`src/rtl/ring_router_mc.sv`:
```
// ring_router_mc: NCHAN-channel debug ring stop with packet-atomic arbitration; RING_ROUTER_MC_BROADCAST_EN enables 16'hFFFF broadcast
module ring_router_mc #(
  parameter int NCHAN = 2,
  parameter int BUFFER_SIZE = 4
) (
  input  logic                  clk,
  input  logic                  rst,
  input  logic [15:0]           id,
  input  logic [NCHAN-1:0][17:0] ring_in,
  output logic [NCHAN-1:0]      ring_in_ready,
  output logic [NCHAN-1:0][17:0] ring_out,
  input  logic [NCHAN-1:0]      ring_out_ready,
  input  logic [17:0]           local_in,
  output logic                  local_in_ready,
  output logic [17:0]           local_out,
  input  logic                  local_out_ready
);
  localparam int CW = $clog2(BUFFER_SIZE + 1);
  localparam int AW = $clog2(BUFFER_SIZE);
  localparam int PW = NCHAN > 1 ? $clog2(NCHAN) : 1;
  typedef enum logic [1:0] {
    IDLE,
    FWD,
    LOCAL
`ifdef RING_ROUTER_MC_BROADCAST_EN
    , BCAST
`endif
  } state_t;
  logic [NCHAN:0][17:0] in_f;
  logic [NCHAN:0][16:0] hd;
  logic [NCHAN-1:0][16:0] hr;
  logic [NCHAN:0] in_rdy, hv, pop;
  logic [NCHAN-1:0] freq, lreq, rx, lx;
  logic lk0, own0, pri0, g0, r0v, x0;
  logic [PW-1:0] ptr, lown, lg;
  logic llk, lv, lxfer;
  int j;
  assign in_f = {local_in, ring_in};
  assign {local_in_ready, ring_in_ready} = in_rdy;
  assign hr = hd[NCHAN-1:0];
  assign pop[NCHAN] = x0 & g0;
  for (genvar i = 0; i <= NCHAN; i++) begin : g_fifo
    logic [16:0] mem [BUFFER_SIZE];
    logic [AW-1:0] rp, wp;
    logic [CW-1:0] cnt;
    logic push;
    assign in_rdy[i] = ~rst & (cnt < CW'(BUFFER_SIZE));
    assign push = in_f[i][17] & in_rdy[i];
    assign hv[i] = ~rst & (cnt != '0);
    assign hd[i] = mem[rp];
    always_ff @(posedge clk)
      if (push) mem[wp] <= in_f[i][16:0];
    always_ff @(posedge clk)
      if (rst) begin
        rp <= '0;
        wp <= '0;
        cnt <= '0;
      end else begin
        if (push) wp <= wp == AW'(BUFFER_SIZE - 1) ? '0 : wp + 1'b1;
        if (pop[i]) rp <= rp == AW'(BUFFER_SIZE - 1) ? '0 : rp + 1'b1;
        cnt <= cnt + CW'(push) - CW'(pop[i]);
      end
  end
  for (genvar c = 0; c < NCHAN; c++) begin : g_chan
    state_t st, rt, nst, dec;
    assign rt = (st == IDLE && hv[c]) ? dec : st;
    assign rx[c] = c == 0 ? x0 & ~g0 : freq[c] & ring_out_ready[c];
    assign lx[c] = lxfer & (lg == PW'(c));
`ifdef RING_ROUTER_MC_BROADCAST_EN
    logic sr, sl;
    assign dec = hd[c][15:0] == id ? LOCAL : hd[c][15:0] == 16'hFFFF ? BCAST : FWD;
    assign freq[c] = hv[c] & (rt == FWD | (rt == BCAST & ~sr));
    assign lreq[c] = hv[c] & (rt == LOCAL | (rt == BCAST & ~sl));
    assign pop[c] = rt == BCAST ? hv[c] & (sr | rx[c]) & (sl | lx[c]) : rx[c] | lx[c];
    always_ff @(posedge clk) begin
      sr <= ~rst & ~pop[c] & (sr | rx[c]);
      sl <= ~rst & ~pop[c] & (sl | lx[c]);
    end
`else
    assign dec = hd[c][15:0] == id ? LOCAL : FWD;
    assign freq[c] = hv[c] & (rt == FWD);
    assign lreq[c] = hv[c] & (rt == LOCAL);
    assign pop[c] = rx[c] | lx[c];
`endif
    always_comb nst = (pop[c] && hd[c][16]) ? IDLE : rt;
    always_ff @(posedge clk) st <= rst ? IDLE : nst;
  end
  always_comb begin
    g0 = lk0 ? own0 : (freq[0] & hv[NCHAN]) ? pri0 : hv[NCHAN];
    r0v = g0 ? hv[NCHAN] : freq[0];
    x0 = r0v & ring_out_ready[0];
    for (int k = 0; k < NCHAN; k++) ring_out[k] = {freq[k], hd[k]};
    ring_out[0] = {r0v, g0 ? hd[NCHAN] : hd[0]};
  end
  always_ff @(posedge clk)
    if (rst) {lk0, own0, pri0} <= '0;
    else if (x0) begin
      lk0 <= ~ring_out[0][16];
      own0 <= g0;
      pri0 <= pri0 ^ ring_out[0][16];
    end
  always_comb begin
    lg = ptr;
    j = 0;
    for (int k = NCHAN - 1; k >= 0; k--) begin
      j = int'(ptr) + k;
      j = j >= NCHAN ? j - NCHAN : j;
      lg = lreq[PW'(j)] ? PW'(j) : lg;
    end
    lg = llk ? lown : lg;
    lv = lreq[lg];
    lxfer = lv & local_out_ready;
    local_out = {lv, hr[lg]};
  end
  always_ff @(posedge clk)
    if (rst) {llk, lown, ptr} <= '0;
    else if (lxfer) begin
      llk <= ~local_out[16];
      lown <= lg;
      if (local_out[16]) ptr <= lg == PW'(NCHAN - 1) ? '0 : lg + 1'b1;
    end
endmodule

```
`config.mk`:
```
export PLATFORM = sky130hd
export DESIGN_NAME = ring_router_mc
export DESIGN_NICKNAME = d
export VERILOG_FILES = /design/src/rtl/ring_router_mc.sv
export SDC_FILE = /design/constraint.sdc
export NUM_CORES = 1
export LEC_CHECK = 0
export ABC_AREA = 0
export CORE_MARGIN = 2
export CORE_UTILIZATION = 50
export CTS_BUF_LIST = sky130_fd_sc_hd__clkbuf_4 sky130_fd_sc_hd__clkbuf_8
export CTS_CLUSTER_DIAMETER = 30
export DETAILED_ROUTE_END_ITERATION = 16
export GPL_ROUTABILITY_DRIVEN = 0
export GPL_TIMING_DRIVEN = 0
export HOLD_SLACK_MARGIN = 0.12
export PLACE_DENSITY_LB_ADDON = 0.2
export SLEW_MARGIN = 20
export SYNTH_ARGS = -nofsm -noshare
export SYNTH_HDL_FRONTEND = slang
export SYNTH_SLANG_ARGS = --single-unit
```
`constraint.sdc`:
```
create_clock -name clk -period 4.65 [get_ports clk]
set_clock_uncertainty 0.2 [all_clocks]
set_input_delay 1.1625 -clock clk [delete_from_list [all_inputs] [get_ports clk]]
set_output_delay 1.1625 -clock clk [all_outputs]
set_load 0.02 [all_outputs]
```
* Word level (Yosys, flattened, before mapping) *
Memory sizes are Yosys's and may differ from the RTL's. A register that Yosys moved wholly into a read port is not among the register bits.
Cells that the tools add are included.

word-level totals
  output and inout port bits = 57
  memories = 3
  memory bits (writable) = 204
  register bits = 31
  bits of input ports = 75
  word-level logic and storage cells = 137
  latch bits = 0
  bits in read-only memories = 0

cells by class
  div/mod/pow operators = 0
  bitwise logic cells = 29
  reduce and logical (&&, ||, !) cells = 12
  equal/unequal tests = 12
  multiplexer cells = 40
  $mul = 0
  magnitude comparators = 8
  shift-type cells = 0
  add/subtract/negate cells = 16

memory list
  memory         depth  width  read ports  clocked after Yosys merged registers in  wr ports  line  text
  g_fifo[0].mem  4      17     1           1                                        1         43    logic [16:0] mem [BUFFER_SIZE];
  g_fifo[1].mem  4      17     1           1                                        1         43
  g_fifo[2].mem  4      17     1           1                                        1         43

operator list
  operator                                                                       count
  17-bit 2-to-1 mux                                                              3
  16-bit equality test                                                           2
  2-bit 2-to-1 mux                                                               16
  1-bit bitwise AND                                                              21
  1-bit 2-to-1 mux                                                               21
  2-bit equality test (second input constant)                                    8
  2-bit by 1-bit adder with 2-bit output (second input constant)                 6
  3-bit by 1-bit adder with 3-bit output                                         3
  3-bit less-than comparator (second input constant)                             3
  3-bit nonzero test                                                             3
  3-bit by 1-bit subtractor with 3-bit output                                    3
  1-bit by 3-bit less-than comparator with 1-bit output (second input constant)  2
  1-bit inverter                                                                 5
  2-bit by 1-bit equality test with 1-bit output (second input constant)         2
  1-bit logical AND                                                              4
  2-bit zero test                                                                2
  2-bit OR reduction                                                             2
  1-bit by 1-bit adder with 2-bit output (second input constant)                 1
  1-bit by 2-bit >= comparator with 1-bit output (second input constant)         1
  2-bit >= comparator (second input constant)                                    1
  1-bit by 2-bit less-than comparator with 1-bit output (second input constant)  1
  1-bit OR                                                                       2
  2-bit AND reduction                                                            1
  1-bit subtractor (second input constant)                                       2
  other kinds (2)                                                                2

* Longest topological paths before layout *
  word-level depth = 18
  gate-level depth with buffers = 16
  gate-level depth less buffers = 13

* Worst setup path before layout *
Ideal clock, no wire load.

  path kind = register -> output
  start point = reg (tool-made name)
  end point = out ring_out[16] (netlist name)
  required time = 3288 ps
  stages on the path, launching flop included = 10
  buffers on the path = 3
  slack = 407 ps
  data arrival time = 2880 ps
  cells stage by stage = dfxtp_1 clkbuf_1 buf_1 mux4_2 xnor2_2 nand4_2 nor4_4 a21boi_4 buf_2 o21ai_0

RTL lines
  what       line  text
  to (decl)  11    output logic [NCHAN-1:0][17:0] ring_out,

==> out/summary.txt <==
Htree depth: 2
Outcome: finished, violations left
RR Endpoint: g_fifo[2].cnt[2]
RSZ-0062 raised after global routing: yes
Final setup fails: 16
WL final: 24100 um
Share of the synthesized area in the top cell type: 60.3%
Final Max Slew Viols: 0
CTS tree: built
Register area share after synthesis: 67.6%
Register bit total from synthesis: 241
Core area: 0.0201 mm^2
Worst Path Required: 3.29 ns
Violated checks: negative setup slack
Number of global-route vias before repair: 6576
CTS Buf Count: 49
Worst endpoint data arrival time: 3.40 ns
Final TNS setup: -1.45 ns
Prevailing post-synth register cell: edfxtp_1
Clock Sinks: 241
Fmax: 210 MHz
Fin crit share: 102%
Worst Path Buf+Inv: 6
Post-DRT Antenna Nets: 0
CTS Buffer Depth: 3
Die Ht: 147 um
Hold path start: g_fifo[2].rp[1]
Hold path endpoint: g_fifo[2].rp[1]
Worst-Skew Late Latency: 0.55 ns
Worst slew pin tran: 1.05 ns
Cell Pwr Density: 554 mW/mm^2
Initial antenna violation count: 0
Slew HR: 29.7%
Cell Area, Placed: 0.0118 mm^2
Synthesized area: 0.0102 mm^2
CP endpoint kind: output port
Via Count: 6105
CTS root buf: clkbuf_8
DRC Markers: 0
Crit-path max FO: 5
Mapped Nets: 696
Commonest non-fill, non-tap cell in the layout: edfxtp_1
First-pass GRT wire length: 36200 um
Hold Path Class: flop to flop
Initial Utilization: 50.6%
Flop-to-flop setup slack: 0.38 ns
HPWL Detailed: 16100 um
Synth Warn #: 0
Global-route usage over all layers: 22.6%
DR pass1 iterations: 5
DIE WIDTH: 147 um
CP max stage cell: clkdlybuf4s50_1
Design Area, Final: 0.0132 mm^2
CP Cell Sequence: clkdlybuf4s50_1 > xnor2_2 > nand4_1 > buf_4 > nor4_4 > buf_4 > a21boi_4 > buf_12 > buf_8 > mux2_2 > buf_6
Period minus WS final: 4.77 ns
Cells on Worst Hold Path: 2
Largest net degree at the start of global routing: 18
M1 GR Usage: 28.6%
Die area: 0.0215 mm^2
Largest area contributor in the netlist: edfxtp_1
Area grow syn2layout: 30.1%
# IOs: 132
Met3 Track Usage GR: 5.00%
Crit path top cell by count: buf_4
CTS clk-pin slew, worst paths: 0.05 ns
Syn Inst Count: 598
CP Class: primary input to output port
Met2 Track Usage GR: 38.7%
Worst Reg-to-Reg Cells: 18
Drt initial violations: 337
Busiest grt layer: met2
Yosys cell types: 53
CP top delay family: buffers and inverters
Final std cells w/o fill: 1117
Max-cap violation count: 0
Critical path's largest stage delay: 0.60 ns
IO buf count: 131
Ranking of synthesized cells by area: edfxtp_1, mux4_2, dfxtp_1
ANT cells: 0
Layout cells sized above 1: 28.2%
Avg Cell Area, Syn: 17.0 um^2
# rows: 52
EDFF count, synth: 204
Post-synthesis async set-or-reset flop share: 0%
Total grt overflow: 0
Most frequent cells in the layout: edfxtp_1, clkdlybuf4s50_1, nand2_1, mux4_2, clkbuf_8
Post-CTS Hold Buffers: 0
Critical path depth: 11
Final Hold Fails: 0
Avg Vias per Cell: 5.47
Placed Instances: 999
WL/cell: 21.5 um
Final worst slack: -0.115 ns
Worst vdd ir: 313 uV
Crit start category: primary input
Final nets: 910
Static leakage: 4.73 nW
==> synth_stat cells, types with 2 or more instances <==
library cell    n
clkbuf_1        9
o21ai_0         7
ha_1           20
inv_1          20
mux4_2         51
a21oi_1         6
or4_1           2
nand2_1        59
xnor2_1        37
and2_1          4
dfxtp_1        37
nor2b_1        11
and3_1         14
mux2i_1         3
fa_1            3
a21boi_4        2
o211ai_1        3
a211oi_1        3
a31o_2          2
edfxtp_1      204
nand4_1         7
nand3_1         2
a2bb2oi_1       2
buf_4           4
mux2_2         22
nor2_1         17
buf_1           6
nor3_1          9
buf_2           2
o31ai_1         7
==> how the worst max path moves through the flow <==
stage                               to    from
final                     ring_out[12]   id[8]
after floorplan           ring_out[16]    flop
after global routing      ring_out[10]    flop
after detailed placement   ring_out[5]    flop
after CTS                 ring_out[12]    flop
after global placement     ring_out[5]  id[15]
==> cell type report <==
cell class | instances | area [um^2]
fillers | 1388 | 6880
flip-flops and latches | 241 | 6870
multi-input cells | 313 | 3190
repair buffers | 165 | 1640
clock buffers | 60 | 763
well taps | 270 | 338
clock inverters | 26 | 176
plain buffers | 22 | 166
inverters | 20 | 75.1
==> power by group <==
part	internal, W	switching (W)	leakage [nW]
Clock	0.00119	0.000880	0.490
Sequential	0.00254	0.000101	2.15
Combinational	0.00130	0.00131	2.09
==> state kept, by name, indices dropped and copies added, names as in the netlist, named ones only <==
signal      cells
lk0             1
own0            1
g_fifo.rp       6
g_fifo.cnt      9
g_fifo.wp       6
g_chan.st       4
lown            1
pri0            1
ptr             1
llk             1
g_fifo.mem    204
==> per-layer routing <==
layer	routed length, um	part of all wire [%]
met5	0	0
met4	686	2.9
met3	1290	5.4
met2	12300	51
met1	9800	41
==> worst reg2reg max path, cell delays in order (launching register included) <==
cell,delay (ns)
dfxtp_2,0.32
buf_8,0.13
buf_12,0.13
mux4_2,0.56
xnor2_1,0.19
nand4_1,0.20
buf_4,0.20
nor4_4,0.12
buf_4,0.18
buf_4,0.15
a2bb2oi_1,0.38
nor2_1,0.08
ha_1,0.28
inv_1,0.04
ha_1,0.18
fa_1,0.38
xnor2_1,0.20
xnor2_1,0.14
nor2_1,0.06
==> cell families after synthesis <==
group	Yosys count	share of synthesized area, %
adder cells (fa/ha/maj)	23	3.05
XOR/XNOR	39	3.43
flip-flops	241	67.6
buffers and inverters	44	2.04
AND/OR/NAND/NOR	132	6.43
multiplexers	76	14.0
AO/OA/AOI/OAI	43	3.45
==> per-stage QoR <==
stage	power, W	worst slack [ns]	util, %	hold slack (ns)
after floorplan	0.00407	0.407	-	0.234
after global placement	0.00492	-0.770	58.8	0.263
after detailed placement	0.00498	-0.824	58.8	0.294
after CTS	0.00726	-0.101	65.0	0.307
after global routing	0.00764	-0.215	65.8	0.317
final	0.00733	-0.115	65.8	0.307
==> timing repair <==
| item | 4_1_cts | 5_1_grt |
|---|---|---|
| hold endpoints to repair | 0 | 0 |
| cloned | 2 | 0 |
| pin swaps | 13 | 8 |
| endpoints found under the setup margin | 23 | 21 |
| resized for setup | 132 | 21 |
| buffers inserted | 24 | 9 |
Note: power is estimated with default switching activity, not from simulation.
==> RTL edit: new RTL, config.mk and constraints unchanged <==
The parameter `NCHAN` goes from 2 to 4.
--- a/src/rtl/ring_router_mc.sv
+++ b/src/rtl/ring_router_mc.sv
@@ -1,6 +1,6 @@
 // ring_router_mc: NCHAN-channel debug ring stop with packet-atomic arbitration; RING_ROUTER_MC_BROADCAST_EN enables 16'hFFFF broadcast
 module ring_router_mc #(
-  parameter int NCHAN = 2,
+  parameter int NCHAN = 4,
   parameter int BUFFER_SIZE = 4
 ) (
   input  logic                  clk,
Interface: changed (resized ring_in, ring_in_ready, ring_out and ring_out_ready); port bits go from 132 to 208. No check against the original RTL was run, so the function may have changed too.
==> RTL edit against the unedited design <==
  * The run still ends with negative setup slack left
  * Area after synthesis up 72%
  * Final area up 84%
  * Sequential cell count up 160
  * Sequential share of layout area down 5.0 points
  * Combinational power up 86%
  * Wire length up 96%
  * Die area up 70%
  * Synthesized cell count up 74%
  * Setup slack worse by 0.87 ns
  * Total power up 82%
  * Critical path type is now reg2out
  * Critical endpoint is now local_out[2]
  * Largest power group is now combinational cells
==> RTL edit: results (changes against the unedited design) <==
status - complete, but fails checks (unchanged)
failing checks - negative setup slack (unchanged)
worst reg-to-reg setup slack - -0.62 ns (was 0.38 ns)
Post-DP Area - 0.0204 mm^2 (was 0.0118 mm^2)
Worst R2R Path Depth - 22 (was 18)
Post-Synth Adder-Cell Area - 3.14% (was 3.05%)
Final setup viols - 53 (was 16)
Yosys cell types - 80 (was 53)
CTS H-tree lvls - 3 (was 2)
top cells by area, synth - edfxtp_1 58%, mux4_2 9.9%, dfxtp_1 7.0% (was edfxtp_1 60%, mux4_2 11%, dfxtp_1 7.3%)
DPL Wire Length - 30400 um (was 16100 um)
Post-Place Worst Slack - -1.70 ns (was -0.824 ns)
standby leakage power - 8.81 nW (was 4.73 nW)
Hold Crit Start - g_fifo[3].rp[1] (was g_fifo[2].rp[1])
DR WL/cell - 23.9 um (was 21.5 um)
Post-Synth XOR/XNOR Area - 3.89% (was 3.43%)
Seq/Total Area, Yosys - 65.2% (was 67.6%)
Worst Max-Slew Pin Slew - 1.08 ns (was 1.05 ns)
Vias/cell - 5.59 (was 5.47)
Post-synth EDFFs - 340 (was 204)
PD cells - 548 mW/mm^2 (was 554 mW/mm^2)
Post-Syn Nets - 1197 (was 696)
worst-path maximum fanout - 10 (was 5)
Crit path max-delay family - multiplexers (was buffers and inverters)
Setup TNS Final - -34.74 ns (was -1.45 ns)
final worst slack - -0.989 ns (was -0.115 ns)
most common library cells after synthesis - 340 x edfxtp_1, 77 x mux4_2, 71 x xnor2_1 (was 204 x edfxtp_1, 59 x nand2_1, 51 x mux4_2)
ratio of cells with drive above 1 in the final layout - 41.8% (was 28.2%)
worst path arrival time - 4.28 ns (was 3.40 ns)
top flop regs - g_fifo.mem (340), g_fifo.cnt (15) (was g_fifo.mem (204), g_fifo.cnt (9))
Max VDD drop - 381 uV (was 313 uV)
filler cell count - 2256 (was 1388)
Hold Path Sink - g_fifo[3].rp[1] (was g_fifo[2].rp[1])
vias in the first global route - 11400 (was 6576)
Synth Area in Compound Gates - 4.83% (was 3.45%)
DRT iter0 DRCs - 631 (was 337)
clk_lat worst skew - 0.63 ns (was 0.55 ns)
Ys Warns - 0 (unchanged)
CTS Buf Count - 85 (was 49)
IO buf count - 191 (was 131)
all-layer global routing usage - 25.5% (was 22.6%)
slowest CP cell - mux4_2 (was clkdlybuf4s50_1)
post-synthesis mux area share - 15.0% (was 14.0%)
RTL edit: cell types whose count changed after synthesis, moves of 16 or more:
cell,delta
nor2_1,+44
a21oi_1,+26
clkbuf_1,+19
nand2_1,-35
edfxtp_1,+136
mux4_2,+26
dfxtp_1,+24
mux2i_1,+17
inv_1,+19
xnor2_1,+34
ha_1,+16
RTL edit: worst max-delay path by stage:
stage / start / endpoint / slack, ns / depth (start not counted)
after floorplan: id[9] / g_fifo[3].cnt[2] / -0.51 / 22
after global placement: register / local_out[10] / -1.69 / 13
after detailed placement: register / local_out[10] / -1.70 / 13
after CTS: register / local_out[0] / -0.96 / 17
after global routing: register / local_out[2] / -1.10 / 16
final: register / local_out[2] / -0.99 / 17
RTL edit: area by class of cell:
type,count,area share [%]
Sequential cell,401,47.0
Buffer,50,2.17
Timing Repair Buffer,325,13.3
Clock inverter,51,2.21
Tap cell,455,2.34
Inverter,40,0.678
Multi-Input combinational cell,546,26.7
Clock buffer,105,5.60
RTL edit: repair_timing:
action / 4_1_cts / 5_1_grt
endpoints found under the setup margin: 84 / 54
pin swaps: 50 / 51
setup buffers: 89 / 44
hold buffers: 0 / 0
gates cloned: 6 / 0
resized for setup: 363 / 111
RTL edit: cell families (layout without fill, tap and decap cells):
family                     count (synthesis)  after routing
muxes                                    150            150
AOI/OAI and AO/OA                        102            102
DFF                                      401            401
xor gates and xnor gates                  77             77
and+or+nand+nor                          176            176
adders and majority gates                 41             41
buffers and inverters                     96            571
RTL edit: metal layers:
metal	GRT usage, %	share of wire (%)
met4	10.0	3.3
met1	33.0	41
met2	42.6	50
met5	0	0
met3	5.09	6.1
RTL edit: power by group:
part | internal [mW] | switching, mW | total (mW)
Sequential | 4.23 | 0.165 | 4.39
Combinational | 2.43 | 2.42 | 4.85
Clock | 2.47 | 1.62 | 4.10
RTL edit: worst register-to-register path, delay by kind of cell, from the launching register on:
kind | cells | cell delay [ns]
and+or+nand+nor | 3 | 0.30
muxes | 1 | 0.56
adders and majority gates | 2 | 0.74
DFF | 1 | 0.35
buffers and inverters | 9 | 1.21
AOI/OAI and AO/OA | 5 | 1.39
xor gates and xnor gates | 2 | 0.38
RTL edit: metrics by stage:
stage / hold WS [ns] / cells
3_5_place_dp: 0.288 / 1689
3_3_place_gp: 0.277 / 1689
4_1_cts: 0.295 / 1935
6_report: 0.302 / 1973
2_1_floorplan: 0.250 / 1043
5_1_grt: 0.326 / 1973
